`config.mk`:
```
export PLATFORM = sky130hd
export DESIGN_NAME = serializer_mlane
export DESIGN_NICKNAME = d
export VERILOG_FILES = /design/src/rtl/serializer_mlane.sv
export SDC_FILE = /design/constraint.sdc
export NUM_CORES = 1
export LEC_CHECK = 0
export ABC_AREA = 1
export CAP_MARGIN = 20
export CORE_UTILIZATION = 40
export DETAILED_ROUTE_END_ITERATION = 7
export PLACE_DENSITY_LB_ADDON = 0.25
export SYNTH_ARGS = -nofsm -noshare
export SYNTH_HDL_FRONTEND = slang
export SYNTH_SLANG_ARGS = --single-unit
```
`constraint.sdc`:
```
create_clock -name i_clk -period 2 [get_ports i_clk]
set_clock_uncertainty 0.15 [all_clocks]
set_input_delay 0.4 -clock i_clk [delete_from_list [all_inputs] [get_ports i_clk]]
set_output_delay 0.4 -clock i_clk [all_outputs]
set_load 0.005 [all_outputs]
```
`src/rtl/serializer_mlane.sv`:
```
// serializer_mlane: WIDTH-bit words shifted out over LANES lanes, one-word hold buffer.
// Define SERDES_PARITY_EN to append an even-parity beat after every word.
module serializer_mlane #(
    parameter int WIDTH     = 8,
    parameter int LANES     = 1,
    parameter bit MSB_FIRST = 1'b1
) (
    input  logic             i_clk,
    input  logic             i_rst_n,
    input  logic             i_valid,
    output logic             o_ready,
    input  logic [WIDTH-1:0] i_data,
    output logic [LANES-1:0] o_data,
    output logic             o_frame,
    output logic             o_sof,
    output logic             o_busy
);
    localparam int BEATS = WIDTH / LANES;
    localparam int CW = (BEATS > 1) ? $clog2(BEATS) : 1;
    localparam logic [CW-1:0] LAST_BEAT = CW'(BEATS - 1);

    if ((LANES < 1) || (LANES > WIDTH) || (WIDTH % LANES != 0)) begin : g_bad_cfg
        $error("serializer_mlane: WIDTH must be a positive multiple of LANES");
    end

    typedef enum logic [1:0] {
        IDLE,
        SHIFT,
        PAR
    } state_t;

    state_t           state_q, state_d;
    logic [CW-1:0]    beat_q, beat_d;
    logic [WIDTH-1:0] shreg_q, shreg_d;
    logic [WIDTH-1:0] hold_q, hold_d;
    logic             hold_full_q, hold_full_d;
    logic [LANES-1:0] data_q, data_d;
    logic             frame_q, frame_d;
    logic             sof_q, sof_d;
`ifdef SERDES_PARITY_EN
    logic             par_q, par_d;
`endif

    logic             at_end;
    logic             last;
    logic             xfer;
    logic             acc;
    logic             idle_or_last;
    logic             start;
    logic             hold_wr;
    logic [WIDTH-1:0] word_new;

    // Slice presented on the next beat, and the word with that slice consumed.
    function automatic logic [LANES-1:0] head(input logic [WIDTH-1:0] w);
        if (MSB_FIRST) return w[WIDTH-1 -: LANES];
        return w[LANES-1:0];
    endfunction

    function automatic logic [WIDTH-1:0] adv(input logic [WIDTH-1:0] w);
        if (MSB_FIRST) return w << LANES;
        return w >> LANES;
    endfunction

    always_comb begin
        at_end = (state_q == SHIFT) && (beat_q == LAST_BEAT);
`ifdef SERDES_PARITY_EN
        last = (state_q == PAR);
`else
        last = at_end;
`endif
        xfer         = last && hold_full_q;
        o_ready      = !hold_full_q || xfer;
        acc          = i_valid && o_ready;
        idle_or_last = (state_q == IDLE) || last;
        start        = idle_or_last && (hold_full_q || acc);
        word_new     = hold_full_q ? hold_q : i_data;
        // An accepted word bypasses the hold only when the shifter frees up now.
        hold_wr      = acc && !(idle_or_last && !hold_full_q);
    end

    always_comb begin
        state_d     = state_q;
        beat_d      = beat_q;
        shreg_d     = shreg_q;
        hold_d      = hold_q;
        hold_full_d = hold_full_q;
        data_d      = '0;
        frame_d     = 1'b0;
        sof_d       = 1'b0;
`ifdef SERDES_PARITY_EN
        par_d       = par_q;
`endif
        if (hold_wr) begin
            hold_d      = i_data;
            hold_full_d = 1'b1;
        end else if (xfer) begin
            hold_full_d = 1'b0;
        end

        if (start) begin
            state_d = SHIFT;
            beat_d  = '0;
            data_d  = head(word_new);
            shreg_d = adv(word_new);
            frame_d = 1'b1;
            sof_d   = 1'b1;
`ifdef SERDES_PARITY_EN
            par_d   = ^word_new;
`endif
        end else if ((state_q == SHIFT) && !at_end) begin
            beat_d  = beat_q + CW'(1);
            data_d  = head(shreg_q);
            shreg_d = adv(shreg_q);
            frame_d = 1'b1;
`ifdef SERDES_PARITY_EN
        end else if (at_end) begin
            state_d = PAR;
            data_d  = LANES'(par_q);
            frame_d = 1'b1;
`endif
        end else begin
            state_d = IDLE;
            beat_d  = '0;
        end
    end

    always_ff @(posedge i_clk or negedge i_rst_n) begin
        if (!i_rst_n) begin
            state_q     <= IDLE;
            beat_q      <= '0;
            shreg_q     <= '0;
            hold_q      <= '0;
            hold_full_q <= 1'b0;
            data_q      <= '0;
            frame_q     <= 1'b0;
            sof_q       <= 1'b0;
`ifdef SERDES_PARITY_EN
            par_q       <= 1'b0;
`endif
        end else begin
            state_q     <= state_d;
            beat_q      <= beat_d;
            shreg_q     <= shreg_d;
            hold_q      <= hold_d;
            hold_full_q <= hold_full_d;
            data_q      <= data_d;
            frame_q     <= frame_d;
            sof_q       <= sof_d;
`ifdef SERDES_PARITY_EN
            par_q       <= par_d;
`endif
        end
    end

    assign o_data  = data_q;
    assign o_frame = frame_q;
    assign o_sof   = sof_q;
    assign o_busy  = (state_q != IDLE) || hold_full_q;

endmodule

```
==> impl_metrics.sql, run 1 <==
INSERT INTO impl_metrics (metric_group, metric, value, unit) VALUES
('timing', 'finalHoldViolCount', '0', ''),
('synthesis', 'synth_enable_flop_cells', '0', ''),
('drt', 'drc', '0', ''),
('timing', 'finalWorstSetupSlack', '0.1123', 'ns'),
('timing', 'rsz0062_at_grt', 'no', ''),
('die', 'die-area', '2843', 'sq um'),
('timing', 'timing_worst_slew_pin_value', '0.3082', 'ns'),
('power', 'irDropWorstVdd', '0.0007522', 'V'),
('synthesis', 'asyncSetResetFlopFracSynth', '100.0', '%'),
('synthesis', 'post_synth_most_frequent_cells', 'sky130_fd_sc_hd__nand2_1 (63), sky130_fd_sc_hd__dfrtp_1 (23), sky130_fd_sc_hd__nand3_1 (13)', ''),
('drt', 'drt_wl_total', '2106', 'um'),
('run_status', 'status', 'finished, final reports clean', ''),
('clock_tree', 'path_clk_slew', '0.12', 'ns'),
('synthesis', 'synth.net_count', '139', ''),
('clock_tree', 'tritoncts_clock_tree', 'built', ''),
('synthesis', 'synth_area_per_cell', '8.361', 'sq um'),
('timing', 'clock.fmax', '0.5297', 'GHz'),
('final_layout', 'drive_gt1_share', '13.33', '%'),
('clock_tree', 'clk_latency', '0.31', 'ns'),
('placed_design', 'post_dp_cell_area', '1270', 'sq um'),
('global_route', 'global_route_wire_length_before_repair', '3705', 'um'),
('synthesis', 'dominantRegCellSynth', 'sky130_fd_sc_hd__dfrtp_1', ''),
('drt', 'drt_pre_antenna_iters', '6', ''),
('synthesis', 'post_synthesis_cells', '126', ''),
('critical_path', 'critical_path.endpoint_type', 'primary output', ''),
('global_route', 'grt_max_degree', '24', ''),
('synthesis', 'synth.largest_area_cell', 'sky130_fd_sc_hd__dfrtp_1', ''),
('critical_path', 'critical_path_peak_fanout', '2', ''),
('synthesis', 'synthTopCellsByArea', 'sky130_fd_sc_hd__dfrtp_1 (55%), sky130_fd_sc_hd__nand2_1 (22%), sky130_fd_sc_hd__nand3_1 (6.2%)', ''),
('final_layout', 'final_core_utilization', '52.37', '%'),
('synthesis', 'synth.cell_area', '1054', 'sq um'),
('timing', 'period_needed', '1.888', 'ns'),
('drt', 'drtAntennaViolNets', '0', ''),
('placed_design', 'detailedPlace.worstSlack', '0.1244', 'ns'),
('critical_path', 'setup.worst_path.class', 'flop to primary output', ''),
('clock_tree', 'clk_root_buffer_cell', 'sky130_fd_sc_hd__clkbuf_4', ''),
('timing', 'total_negative_setup_slack', '0', 'ns'),
('hold_path', 'worst_hold_path_type', 'primary input to asynchronous set/reset pin', ''),
('synthesis', 'yosys_warnings', '0', ''),
('global_route', 'globalRoute.totalOverflow', '0', ''),
('placed_design', 'place_congestion', '0.7961', ''),
('final_layout', 'stdcell_area', '1297', 'sq um'),
('power', 'power.density_cell_area', '1266', 'nW/um^2'),
('critical_path', 'crit_arrival', '1.34', 'ns'),
('global_route', 'grt_usage', '18.14', '%'),
('die', 'ioPinCount', '16', ''),
('die', 'chipHeight', '53.32', 'um'),
('synthesis', 'library_cells_used_by_synthesis', '16', ''),
('final_layout', 'area_growth', '23.16', '%'),
('die', 'die_width', '53.32', 'um'),
('placed_design', 'post_detail_place_hpwl', '1538', 'um'),
('drt', 'routed_wire_length_per_instance', '11.70', 'um'),
('critical_path', 'cp_data_required_time', '1.45', 'ns'),
('power', 'static-leakage-power', '0.6647', 'nW'),
('drt', 'detailroute.via_count', '885', ''),
('clock_tree', 'tritoncts_buffer_count', '3', ''),
('critical_path', 'setup.worst_path.start_class', 'flop', ''),
('final_layout', 'n_antenna_cell', '0', ''),
('clock_tree', 'ctsHoldBuffers', '0', ''),
('global_route', 'first_global_vias', '823', ''),
('flow_run', 'drv_cap', '0', ''),
('die', 'floorplan.initialDensity', '42.53', '%'),
('drt', 'vias_per_cell', '4.917', ''),
('clock_tree', 'cts-htree-levels', '1', ''),
('global_route', 'antenna_violations_before_repair', '0', ''),
('synthesis', 'seq_area_frac_synth', '54.63', '%'),
('timing', 'slew_violations', '0', ''),
('timing', 'max-slew-margin-rel', '79.40', '%'),
('timing', 'setup_viol', '0', ''),
('synthesis', 'synth.ff_latch_count', '23', ''),
('die', 'core.rowCount', '18', ''),
('timing', 'timing.final.crit_share', '94.38', '%'),
('final_layout', 'nNetsFinal', '164', ''),
('clock_tree', 'cts_max_path_buffers', '2', ''),
('synthesis', 'yosys.area.top_type_share', '54.63', '%'),
('synthesis', 'synthMostInstantiatedCell', 'sky130_fd_sc_hd__nand2_1', ''),
('die', 'core-area', '2477', 'sq um'),
('placed_design', 'place.port_buffers', '15', ''),
('clock_tree', 'cts.sinks', '23', ''),
('drt', 'drt_iter0_drc', '22', '');
[power by group]
part	total [mW]	switching [mW]	internal (mW)
clock network	0.215	0.137	0.0779
logic	0.707	0.428	0.280
registers	0.721	0.0831	0.638
total	1.64	0.648	0.995
[path summary, 6_finish.rpt]
path                                          end  depth (start not counted)                start  slack (ns)
max in group asynchronous   hold_q[6]$_DFFE_PN0P_                          2              i_rst_n        1.19
setup / recovery                          o_ready                          5  beat_q[0]$_DFF_PN0_        0.11
setup reg to reg           shreg_q[6]$_DFFE_PN0P_                          8  beat_q[0]$_DFF_PN0_        0.26
hold / removal             shreg_q[5]$_DFFE_PN0P_                          2              i_rst_n        0.28
hold reg to reg               beat_q[0]$_DFF_PN0_                          1  beat_q[0]$_DFF_PN0_        0.30
min in group i_clk            beat_q[0]$_DFF_PN0_                          1  beat_q[0]$_DFF_PN0_        0.30
[cell type report]
| class | count | area (sq um) |
|---|---|---|
| fill | 256 | 1180 |
| sequential | 23 | 575.6 |
| multi-input combinational | 94 | 427.9 |
| timing repair buffer | 24 | 211.5 |
| tap | 30 | 37.54 |
| clock buffer | 4 | 26.28 |
| inverter | 5 | 18.77 |
[layout by cell type (no fill, tap or decap)]
cell / Yosys / final
sky130_fd_sc_hd__inv_1: 3 / 3
sky130_fd_sc_hd__or2_2: 1 / 1
sky130_fd_sc_hd__clkdlybuf4s50_1: 0 / 13
sky130_fd_sc_hd__clkbuf_1: 0 / 1
sky130_fd_sc_hd__nor2_4: 1 / 1
sky130_fd_sc_hd__nand2_2: 1 / 1
sky130_fd_sc_hd__nand3_1: 13 / 13
sky130_fd_sc_hd__ha_1: 2 / 2
sky130_fd_sc_hd__clkbuf_2: 0 / 1
sky130_fd_sc_hd__clkbuf_4: 0 / 3
sky130_fd_sc_hd__nor2_2: 1 / 1
sky130_fd_sc_hd__inv_2: 2 / 2
sky130_fd_sc_hd__dlygate4sd2_1: 0 / 1
sky130_fd_sc_hd__nor2_1: 3 / 3
sky130_fd_sc_hd__nand3_2: 1 / 1
sky130_fd_sc_hd__dfrtp_1: 23 / 23
sky130_fd_sc_hd__nand2_1: 63 / 63
sky130_fd_sc_hd__nand4_1: 8 / 8
sky130_fd_sc_hd__buf_4: 2 / 9
[flip-flops by register name, indices dropped and copies added, names as in the netlist]
register and cells:
o_data 1, o_frame 1, beat_q 3, hold_full_q 1
o_sof 1, shreg_q 7, hold_q 8, state_q 1
[layer usage]
layer / GRT usage (%) / share of wire [%] / vias up
met4: 6.579 / 1.4 / 0
met1: 26.10 / 50 / 402
met5: 0 / 0 / -
met2: 27.08 / 45 / 25
met3: 2.586 / 3.8 / 4
li1: - / - / 454
[critical path: stages, from the launching register on]
cell and delay [ns]:
sky130_fd_sc_hd__dfrtp_1 0.40, sky130_fd_sc_hd__ha_1 0.20, sky130_fd_sc_hd__ha_1 0.19, sky130_fd_sc_hd__nand2_1 0.06, sky130_fd_sc_hd__nand2_1 0.07, sky130_fd_sc_hd__clkbuf_2 0.12
[logic make-up (layout without fill, tap and decap cells)]
kind of cell | Yosys count | count (layout) | synth area share, %
flops | 23 | 23 | 54.63
buf+inv | 9 | 33 | 4.750
simple gates | 92 | 92 | 38.24
fa+ha+maj | 2 | 2 | 2.375
[timing repair]
item	CTS	global route
setup buffers	1	0
endpoints found under the setup margin	2	1
gates resized for setup	3	1
[stage by stage]
stage | instances | hold slack [ns] | power, mW
after floorplan | 126 | -0.04559 | 1.218
after global placement | 175 | 0.2688 | 1.437
after CTS | 180 | 0.2879 | 1.670
final | 180 | 0.2813 | 1.643
after global routing | 180 | 0.3081 | 1.814
after detailed placement | 175 | 0.2829 | 1.459
(Power assumes the default switching activity.)
==> inputs of run 2 (changes only) <==
- CORE_UTILIZATION: 40 -> 55
- DONT_BUFFER_PORTS: default -> 1
==> run 2 against run 1 <==
Against the previous run: combinational power fell by 19%; non-clock buffer count fell by 21; final cell count fell by 14%; worst hold slack got worse by 0.20 ns; sequential cell count did not move; global-route usage rose by 4.7 points; count of clock-buffer cells in the layout fell by 1.
==> impl_metrics.sql, run 2 (same netlist as run 1, synthesis figures left out) <==
INSERT INTO impl_metrics (metric_group, metric, value, unit) VALUES
('run_status', 'status', 'finished, final reports clean', ''),
('final_layout', 'multi_input_area', '430.4', 'sq um'),
('power', 'power.density_cell_area', '1372', 'nW/um^2'),
('die', 'floorplan.initialDensity', '59.72', '%'),
('drt', 'drt_iter0_drc', '13', ''),
('clock_tree', 'clk_root_buffer_cell', 'sky130_fd_sc_hd__clkbuf_4', ''),
('timing', 'period_needed', '1.863', 'ns'),
('power', 'p_int', '0.9118', 'mW'),
('clock_tree', 'cts_max_path_buffers', '2', ''),
('clock_tree', 'path_clk_slew', '0.12', 'ns'),
('hold_path', 'worst_hold_startpoint', 'i_data[7]', ''),
('critical_path', 'timing.reg2reg.worst_path_depth', '8', ''),
('timing', 'total_negative_setup_slack', '0', 'ns'),
('critical_path', 'timing.rr.start', 'beat_q[0]$_DFF_PN0_', ''),
('global_route', 'antenna_violations_before_repair', '0', ''),
('drt', 'drtAntennaViolNets', '0', ''),
('timing', 'finalWorstSetupSlack', '0.1369', 'ns'),
('die', 'die_width', '45.77', 'um'),
('final_layout', 'largest_registers', 'hold_q (8), shreg_q (7), beat_q (3)', ''),
('timing', 'finalHoldViolCount', '0', ''),
('timing', 'clock.fmax', '0.5367', 'GHz'),
('critical_path', 'setup.worst_path.class', 'flop to primary output', ''),
('power', 'p_switching', '0.6196', 'mW'),
('drt', 'vias_per_cell', '5.494', ''),
('global_route', 'globalRoute.totalOverflow', '0', ''),
('critical_path', 'cp_data_required_time', '1.45', 'ns'),
('clock_tree', 'clk_latency', '0.30', 'ns'),
('die', 'core.rowCount', '15', ''),
('global_route', 'grt_max_degree', '24', ''),
('placed_design', 'place_congestion', '0.8305', ''),
('power', 'static-leakage-power', '0.5842', 'nW'),
('critical_path', 'regToRegSetupSlack', '0.30', 'ns'),
('clock_tree', 'tritoncts_clock_tree', 'built', ''),
('die', 'core-area', '1764', 'sq um'),
('placed_design', 'post_detail_place_hpwl', '1357', 'um'),
('drt', 'drt_wl_total', '1894', 'um'),
('timing', 'setup_viol', '0', ''),
('timing', 'timing_worst_slew_pin_value', '0.4345', 'ns'),
('clock_tree', 'cts-htree-levels', '1', ''),
('die', 'chipHeight', '45.77', 'um'),
('drt', 'routed_wire_length_per_instance', '12.30', 'um'),
('hold_path', 'worst_hold_path_type', 'primary input to flop', ''),
('global_route', 'first_global_vias', '769', ''),
('power', 'irDropWorstVdd', '0.0007428', 'V'),
('power', 'clockPowerShare', '13.6', '%'),
('critical_path', 'critical_path_peak_fanout', '11', ''),
('timing', 'timing.final.crit_share', '93.16', '%'),
('drt', 'drt_pre_antenna_iters', '4', ''),
('final_layout', 'n_antenna_cell', '0', ''),
('timing', 'max-slew-margin-rel', '71.00', '%'),
('drt', 'detailroute.via_count', '846', ''),
('final_layout', 'final_common_cell', 'sky130_fd_sc_hd__nand2_1', ''),
('clock_tree', 'cts.sinks', '23', ''),
('global_route', 'grt_usage', '22.86', '%'),
('critical_path', 'setup.worst_path.start_class', 'flop', ''),
('clock_tree', 'tritoncts_buffer_count', '3', ''),
('power', 'p_seq_share', '48.8', '%'),
('placed_design', 'place.port_buffers', '0', ''),
('final_layout', 'filler_cell_count', '163', ''),
('final_layout', 'regMostFlops', 'hold_q', ''),
('die', 'ioPinCount', '16', ''),
('global_route', 'global_route_wire_length_before_repair', '3339', 'um'),
('hold_path', 'hold-path-cell-count', '2', ''),
('final_layout', 'layout.area.seq', '575.6', 'sq um'),
('final_layout', 'largest_register_ffs', '8', ''),
('critical_path', 'worstReg2RegEnd', 'hold_q[2]$_DFFE_PN0P_', ''),
('die', 'die-area', '2094', 'sq um'),
('critical_path', 'crit_arrival', '1.31', 'ns'),
('final_layout', 'drive_gt1_share', '10.85', '%'),
('timing', 'slew_violations', '0', ''),
('final_layout', 'nNetsFinal', '143', ''),
('final_layout', 'area_growth', '5.938', '%'),
('clock_tree', 'postCtsSetupBuffers', '0', ''),
('timing', 'rsz0062_at_grt', 'no', ''),
('placed_design', 'detailedPlace.worstSlack', '0.3132', 'ns'),
('power', 'p_sw_share', '40.46', '%'),
('drt', 'drc', '0', ''),
('flow_run', 'drv_cap', '0', ''),
('power', 'power.combinational.fraction', '37.6', '%'),
('hold_path', 'whs_endpoint', 'hold_q[7]$_DFFE_PN0P_', ''),
('critical_path', 'critical_path.endpoint_type', 'primary output', ''),
('final_layout', 'most-common-layout-cells', 'sky130_fd_sc_hd__nand2_1 (62), sky130_fd_sc_hd__dfrtp_1 (23), sky130_fd_sc_hd__nand3_1 (13)', '');
[run 2: through the flow]
step | area, sq um | hold slack (ns) | power [mW] | std cells | util (%)
6_report | 1116 | 0.08208 | 1.531 | 154 | 63.26
5_1_grt | 1116 | 0.07261 | 1.691 | 154 | 63.26
2_1_floorplan | 1054 | -0.04559 | 1.218 | 126 | -
3_3_place_gp | 1061 | -0.04514 | 1.303 | 148 | 60.14
4_1_cts | 1099 | 0.07589 | 1.543 | 153 | 62.27
3_5_place_dp | 1061 | -0.04509 | 1.322 | 148 | 60.14
[run 2: area by class of cell]
cell class / instances / area share, %
repair buffers: 3 / 2.915
clock inverters: 1 / 0.4484
inverters: 5 / 1.682
clock buffers: 3 / 2.018
flip-flops and latches: 23 / 51.57
well taps: 25 / 2.803
multi-input cells: 94 / 38.57
[run 2: worst max path at each step]
stage,start,cells after the start,end,slack [ns]
global route,beat_q[0]$_DFF_PN0_,4,o_ready,0.06
global placement,beat_q[0]$_DFF_PN0_,6,hold_full_q$_DFFE_PN0P_,0.36
CTS,beat_q[0]$_DFF_PN0_,4,o_ready,0.05
finish,beat_q[0]$_DFF_PN0_,4,o_ready,0.14
detailed placement,beat_q[0]$_DFF_PN0_,8,hold_q[6]$_DFFE_PN0P_,0.31
floorplan,beat_q[0]$_DFF_PN0_,8,hold_q[0]$_DFFE_PN0P_,0.43
[run 2: power by group through the flow]
stage	combinational (mW)	sequential [mW]	clock (mW)
floorplan	0.503	0.714	0
global placement	0.549	0.753	0
CTS	0.579	0.747	0.218
finish	0.576	0.747	0.208
detailed placement	0.565	0.757	0
global route	0.682	0.774	0.236
[run 2: routing by layer]
metal  vias to the layer above  wire, um  global-route usage [%]
met2                        23       903                   32.29
li1                        414         -                       -
met3                         6       119                   7.540
met5                         -         0                       0
met1                       403       824                   31.78
met4                         0        46                   10.59
[run 2: timing repair]
item | in CTS | in global routing
resized for setup | 0 | 1
setup endpoints to repair | 0 | 1
endpoints found under the hold margin | 23 | 0
hold buffers | 1 | 0
[run 2: critical path, cell delays in order, from the launching register on]
cell                      delay [ns]
sky130_fd_sc_hd__dfrtp_1        0.40
sky130_fd_sc_hd__ha_1           0.19
sky130_fd_sc_hd__ha_1           0.19
sky130_fd_sc_hd__nand2_1        0.07
sky130_fd_sc_hd__nand2_2        0.15
